**src/rtl/pipe_pkg.sv**
```systemverilog
// Shared definitions for the pipeline stage registers.
//   - Standard control/data widths for each inter-stage register (IF/ID .. MEM/WB).
//   - Bit positions of the individual signals inside the ID/EX control bundle.
package pipe_pkg;

  // IF/ID carries pc4 and the fetched instruction; it has no control bundle.
  localparam int unsigned IF_ID_DATA_W  = 64;
  // ID/EX data: pc4 (32) + operand a (32) + operand b or immediate (32) + dest reg (5).
  localparam int unsigned ID_EX_CTRL_W  = 8;
  localparam int unsigned ID_EX_DATA_W  = 101;
  // EX/MEM data: alu result (32) + store data (32) + dest reg (5).
  localparam int unsigned EX_MEM_CTRL_W = 3;
  localparam int unsigned EX_MEM_DATA_W = 69;
  // MEM/WB data: alu result or load data (32 + 32) + dest reg (5).
  localparam int unsigned MEM_WB_CTRL_W = 2;
  localparam int unsigned MEM_WB_DATA_W = 69;

  // ID/EX control bundle layout. aluc occupies bits [7:6].
  localparam int unsigned CTRL_WREG     = 0;
  localparam int unsigned CTRL_M2REG    = 1;
  localparam int unsigned CTRL_WMEM     = 2;
  localparam int unsigned CTRL_JAL      = 3;
  localparam int unsigned CTRL_ALUIMM   = 4;
  localparam int unsigned CTRL_SHIFT    = 5;
  localparam int unsigned CTRL_ALUC_LSB = 6;

endpackage

```
**src/rtl/pipe_slot.sv**
```systemverilog
// One pipeline entry: valid bit plus control and data registers.
//   clk, resetn      rising-edge clock, synchronous active-low reset (clears everything)
//   load             capture load_ctrl/load_data and mark the entry valid
//   clear            invalidate the entry and zero its control; data is kept (wins over load)
//   valid/ctrl/data  registered entry contents
module pipe_slot #(
  parameter int unsigned CTRL_W = 8,
  parameter int unsigned DATA_W = 101
) (
  input  logic              clk,
  input  logic              resetn,
  input  logic              load,
  input  logic              clear,
  input  logic [CTRL_W-1:0] load_ctrl,
  input  logic [DATA_W-1:0] load_data,
  output logic              valid,
  output logic [CTRL_W-1:0] ctrl,
  output logic [DATA_W-1:0] data
);

  logic              valid_q;
  logic [CTRL_W-1:0] ctrl_q;
  logic [DATA_W-1:0] data_q;

  always_ff @(posedge clk) begin
    if (!resetn) begin
      valid_q <= 1'b0;
      ctrl_q  <= '0;
      data_q  <= '0;
    end else if (clear) begin
      valid_q <= 1'b0;
      ctrl_q  <= '0;
    end else if (load) begin
      valid_q <= 1'b1;
      ctrl_q  <= load_ctrl;
      data_q  <= load_data;
    end
  end

  assign valid = valid_q;
  assign ctrl  = ctrl_q;
  assign data  = data_q;

endmodule

```
**src/rtl/elastic_pipe_reg.sv**
```systemverilog
// Elastic pipeline register with valid/ready flow control, flush and optional skid entry.
//   clk, resetn          rising-edge clock, synchronous active-low reset
//   in_valid/in_ready    upstream handshake; in_ctrl/in_data upstream payload
//   out_valid/out_ready  downstream handshake; out_ctrl/out_data payload (ctrl is 0 when empty)
//   flush                drop every held entry at the next edge
//   occupancy            number of held entries (0..1+SKID)
// SKID=1 makes in_ready a pure register output at the cost of a second entry.
module elastic_pipe_reg
  import pipe_pkg::*;
#(
  parameter int unsigned CTRL_W = ID_EX_CTRL_W,
  parameter int unsigned DATA_W = ID_EX_DATA_W,
  parameter int unsigned SKID   = 1
) (
  input  logic              clk,
  input  logic              resetn,
  input  logic              in_valid,
  output logic              in_ready,
  input  logic [CTRL_W-1:0] in_ctrl,
  input  logic [DATA_W-1:0] in_data,
  output logic              out_valid,
  input  logic              out_ready,
  output logic [CTRL_W-1:0] out_ctrl,
  output logic [DATA_W-1:0] out_data,
  input  logic              flush,
  output logic [1:0]        occupancy
);

  logic              accept, issue;
  logic              main_valid, skid_valid;
  logic [CTRL_W-1:0] main_ctrl, skid_ctrl;
  logic [DATA_W-1:0] main_data, skid_data;
  logic              main_load, main_clear, skid_load, skid_clear;
  logic [CTRL_W-1:0] main_ctrl_d;
  logic [DATA_W-1:0] main_data_d;

  assign accept = in_valid & in_ready;
  assign issue  = main_valid & out_ready;

  always_comb begin
    main_load   = 1'b0;
    main_clear  = flush;
    skid_load   = 1'b0;
    skid_clear  = flush;
    main_ctrl_d = in_ctrl;
    main_data_d = in_data;
    if (!flush) begin
      if (skid_valid && issue) begin
        // Skid drains into main; in_ready was low so nothing new arrives.
        main_load   = 1'b1;
        main_ctrl_d = skid_ctrl;
        main_data_d = skid_data;
        skid_clear  = 1'b1;
      end else if (accept && (!main_valid || issue)) begin
        main_load = 1'b1;
      end else if (accept) begin
        // Main is stalled: park the new item (reachable only with SKID=1).
        skid_load = 1'b1;
      end else if (issue) begin
        main_clear = 1'b1;
      end
    end
  end

  pipe_slot #(
    .CTRL_W (CTRL_W),
    .DATA_W (DATA_W)
  ) u_main (
    .clk       (clk),
    .resetn    (resetn),
    .load      (main_load),
    .clear     (main_clear),
    .load_ctrl (main_ctrl_d),
    .load_data (main_data_d),
    .valid     (main_valid),
    .ctrl      (main_ctrl),
    .data      (main_data)
  );

  if (SKID != 0) begin : g_skid
    pipe_slot #(
      .CTRL_W (CTRL_W),
      .DATA_W (DATA_W)
    ) u_skid (
      .clk       (clk),
      .resetn    (resetn),
      .load      (skid_load),
      .clear     (skid_clear),
      .load_ctrl (in_ctrl),
      .load_data (in_data),
      .valid     (skid_valid),
      .ctrl      (skid_ctrl),
      .data      (skid_data)
    );
    assign in_ready = ~skid_valid;
  end else begin : g_no_skid
    logic unused_skid;
    assign unused_skid = ^{skid_load, skid_clear};
    assign skid_valid  = 1'b0;
    assign skid_ctrl   = '0;
    assign skid_data   = '0;
    assign in_ready    = ~main_valid | out_ready;
  end

  assign out_valid = main_valid;
  assign out_ctrl  = main_ctrl & {CTRL_W{main_valid}};
  assign out_data  = main_data;
  assign occupancy = {1'b0, main_valid} + {1'b0, skid_valid};

endmodule

```
**config.mk**
```make
export PLATFORM = sky130hd
export DESIGN_NAME = elastic_pipe_reg
export DESIGN_NICKNAME = d
export VERILOG_FILES = /design/src/rtl/pipe_pkg.sv /design/src/rtl/pipe_slot.sv /design/src/rtl/elastic_pipe_reg.sv
export SDC_FILE = /design/constraint.sdc
export NUM_CORES = 1
export LEC_CHECK = 0
export ABC_AREA = 1
export CORE_ASPECT_RATIO = 1.1
export CORE_MARGIN = 3
export CORE_UTILIZATION = 49
export DETAILED_ROUTE_END_ITERATION = 8
export GPL_ROUTABILITY_DRIVEN = 0
export GPL_TIMING_DRIVEN = 0
export PLACE_DENSITY = 0.8
export SLEW_MARGIN = 15
export SYNTH_ARGS = -nofsm -noshare
export SYNTH_HDL_FRONTEND = slang
export SYNTH_SLANG_ARGS = --single-unit
```
**constraint.sdc**
```tcl
create_clock -name clk -period 1.5 [get_ports clk]
set_input_delay 0.15 -clock clk [delete_from_list [all_inputs] [get_ports clk]]
set_output_delay 0.15 -clock clk [all_outputs]
set_load 0.02 [all_outputs]
```
==> results_tabular.tex <==
\begin{tabular}{lr}
\hline
Metric & Value \\
\hline
\multicolumn{2}{l}{\textbf{Outcome}} \\
Run status & complete, but fails checks \\
Violations in the final reports & negative setup slack \\
\multicolumn{2}{l}{\textbf{Drt}} \\
Post-route ant nets & 0 \\
First drt pass iteration count & 5 \\
Total detailed-routing wirelength & 28.4 mm \\
Routed vias/inst & 5.20 \\
Final routed DRC violation total & 0 \\
Drt initial violations & 591 \\
DR vias & 9,336 \\
Mean routed wirelength per cell & 15.8 um \\
\multicolumn{2}{l}{\textbf{Finish}} \\
Area of the multi-input gates & 0.00422 mm2 \\
Number of antenna repair diodes & 0 \\
Commonest cells after routing, fill and taps aside & sky130\_fd\_sc\_hd\_\_dfxtp\_1 (218), sky130\_fd\_sc\_hd\_\_nor2\_1 (194), sky130\_fd\_sc\_hd\_\_o21ai\_1 (183) \\
Sequential standard cell area & 0.00441 mm2 \\
Final Non-Filler Cells & 1,794 \\
Most common library cell in the layout ignoring fill and taps & sky130\_fd\_sc\_hd\_\_dfxtp\_1 \\
Layout overhead on the synthesized area & 45.1\% \\
Nets@finish & 1,656 \\
Fraction of final layout cells with drive strength greater than 1 & 0.159 \\
Fill cells & 1,416 \\
\multicolumn{2}{l}{\textbf{Critical path}} \\
Critical path cell sequence & nand4\_1 > buf\_4 > nand2\_4 > inv\_4 > clkbuf\_16 > buf\_12 > nor2\_1 > nor2\_1 \\
CP delay by family, top & buffers and inverters \\
Worst endpoint required time & 1.91 ns \\
Crit-path most repeated cell & sky130\_fd\_sc\_hd\_\_nor2\_1 \\
Launch instance of the worst register-to-register path & u\_main.valid \\
Maximum cell stage delay along the critical path & 0.39 ns \\
Setup CP Type & reg2reg \\
Standard cell with the maximum stage delay on the critical path & sky130\_fd\_sc\_hd\_\_dfxtp\_4 \\
Worst Setup End Kind & register \\
CP Buf/Inv Count & 4 \\
Reg-to-Reg End & u\_main.data[22] \\
Internal reg-to-reg setup slack & -0.0007 ns \\
CP Data Arrival Time & 1.91 ns \\
Critical-path maximum fanout & 10 \\
Startpoint class of the critical path & register \\
Path depth of the worst reg2reg path & 8 \\
\multicolumn{2}{l}{\textbf{Clocking}} \\
Sink Count & 220 \\
Insertion delay to the later sink of the worst-skew pair & 0.51 ns \\
Longest Clk Path Bufs & 3 \\
Root Buffer & sky130\_fd\_sc\_hd\_\_clkbuf\_16 \\
CTS H-tree lvls & 1 \\
CTS tree & done \\
Number of buffers created by CTS & 23 \\
Clock-pin slew on the worst setup and hold paths & 0.06 ns \\
\multicolumn{2}{l}{\textbf{Timing}} \\
Final critical delay including setup and external delays & 1.50 ns \\
Number of endpoints failing setup at the final stage & 1 \\
Final Max Tran Viols & 0 \\
Number of hold violations in the final report & 0 \\
Final WS setup & -0.000700 ns \\
Top achievable clock speed & 0.666 GHz \\
Final-layout setup total negative slack & -0.000700 ns \\
Worst rel slew slack & 0.501 \\
RSZ-0062 raised after global routing & yes \\
Clock tree skew after final layout & 0.00942 ns \\
Fraction of the cycle the final worst path needs & 1.00 \\
Actual slew at the worst max-slew pin & 0.749 ns \\
\multicolumn{2}{l}{\textbf{Floorplanning}} \\
Die Y-Extent & 148 um \\
Number of rows created at floorplan & 51 \\
Floorplan die area & 0.0201 mm2 \\
Core Area & 0.0179 mm2 \\
Top-Level Pins & 227 \\
Initial Utilization & 0.505 \\
DIE WIDTH & 135 um \\
\multicolumn{2}{l}{\textbf{Yosys}} \\
Count of unique library cells instantiated by Yosys & 20 \\
Portion of the post-synthesis area used by sequential elements & 0.488 \\
Net count of the mapped netlist & 1,394 \\
Synthesized flop and latch total & 220 \\
Synthesis warning total & 0 \\
Mapped Cells & 1,279 \\
Syn avg cell area & 7.06 um2 \\
Combined area of all synthesized cells & 0.00903 mm2 \\
\multicolumn{2}{l}{\textbf{Placed design}} \\
Port bufs & 225 \\
DP Wirelength & 18.8 mm \\
Worst slack at placement & -0.671 ns \\
Inst Count DP & 1,742 \\
\multicolumn{2}{l}{\textbf{Power and ir drop}} \\
Leakage dissipation & 0.00563 uW \\
PnR Total Power & 13,700 uW \\
Worst IR Drop VDD & 0.000851 V \\
Pwr/cell area & 1050 mW/mm2 \\
\multicolumn{2}{l}{\textbf{Hold path}} \\
Depth of the worst hold-timing path & 3 \\
Tightest Hold Check Type & in2reg \\
Worst min-delay path startpoint & resetn \\
End of the worst hold path & g\_skid.u\_skid.data[19] \\
\multicolumn{2}{l}{\textbf{Global route}} \\
Global-route wire length before repair & 42.8 mm \\
GRT Total Usage & 0.258 \\
Initial antenna violation count & 0 \\
Overall overflow remaining after global route & 0 \\
Largest net degree at the start of global routing & 15 \\
Number of global-route vias before repair & 8,811 \\
\multicolumn{2}{l}{\textbf{Job}} \\
Max-cap violations & 0 \\
\hline
\end{tabular}
cell type report:
cell class,count,share of cell area
sequential,220,0.337
clock inverter,10,0.00621
inverter,94,0.0271
buffer,96,0.0579
clock buffer,30,0.0513
multi-input combinational,867,0.322
timing repair buffer,239,0.175
tap,238,0.0227
what timing repair did:
item,4_1_cts,5_1_grt
hold buffers,1,0
setup endpoints to repair,327,179
resized for setup,188,271
hold endpoints to repair,9,0
buffers inserted,3,3
cloned,0,7
pin swaps,2,8
flip-flops by register name (all words and copies together) (netlist names):
| signal | flops |
|---|---|
| u_main.data | 101 |
| g_skid.u_skid.data | 101 |
| g_skid.u_skid.ctrl | 8 |
| u_main.valid | 1 |
| u_main.ctrl | 8 |
| g_skid.u_skid.valid | 1 |
routing by layer:
| layer | vias to the layer above | global-route usage | share of wire |
|---|---|---|---|
| li1 | 4660 | - | - |
| met1 | 4297 | 0.318 | 0.40 |
| met2 | 323 | 0.449 | 0.50 |
| met3 | 56 | 0.0683 | 0.077 |
| met4 | 0 | 0.0660 | 0.026 |
| met5 | - | 0 | 0 |
tightest hold or removal path, cell delays in order:
cell and delay, ns:
sky130_fd_sc_hd__clkbuf_1 0.19, sky130_fd_sc_hd__o21ai_0 0.12, sky130_fd_sc_hd__a21oi_1 0.04
cells in the mapped netlist (all sizes together):
cell type | number | area share
clkbuf | 49 | 0.020
nand2 | 173 | 0.072
nor2 | 279 | 0.12
nand4 | 2 | 0.0021
a21oi | 82 | 0.045
o211ai | 1 | 0.00083
dfxtp | 220 | 0.49
inv | 94 | 0.039
buf | 49 | 0.030
o21ai | 267 | 0.15
ha | 1 | 0.0014
nand3 | 62 | 0.035
kinds of logic after synthesis:
| kind of cell | Yosys count | share of synthesized area |
|---|---|---|
| fa+ha+maj | 1 | 0.00139 |
| simple gates | 516 | 0.227 |
| buf+inv | 192 | 0.0897 |
| compound gates | 350 | 0.194 |
| flops | 220 | 0.488 |
stage by stage:
step	instance area, um2	util	hold slack, ns
global placement	11600	0.648	0.433
detailed placement	11600	0.648	0.439
floorplan	9030	-	0.293
CTS	12300	0.689	0.00571
finish	13100	0.733	0.0456
global route	13100	0.733	0.0670
power by group:
part	internal, uW	total (uW)	switching [uW]	leakage (uW)
registers	6060	6170	107	0.00179
clock network	3320	5660	2350	0.000380
logic	863	1910	1050	0.00346
worst max path at each step:
stage,startpoint,endpoint,slack [ns],cells after the start
4_1_cts,u_main.valid,u_main.data[13],-0.002,8
2_1_floorplan,u_main.valid,u_main.ctrl[0],0.05,7
6_report,u_main.valid,u_main.data[22],-0.0007,8
3_3_place_gp,flush,u_main.data[46],-0.60,8
3_5_place_dp,flush,u_main.data[41],-0.67,8
5_1_grt,u_main.valid,u_main.data[79],-0.08,8
Power figures use the tool's default switching activity.
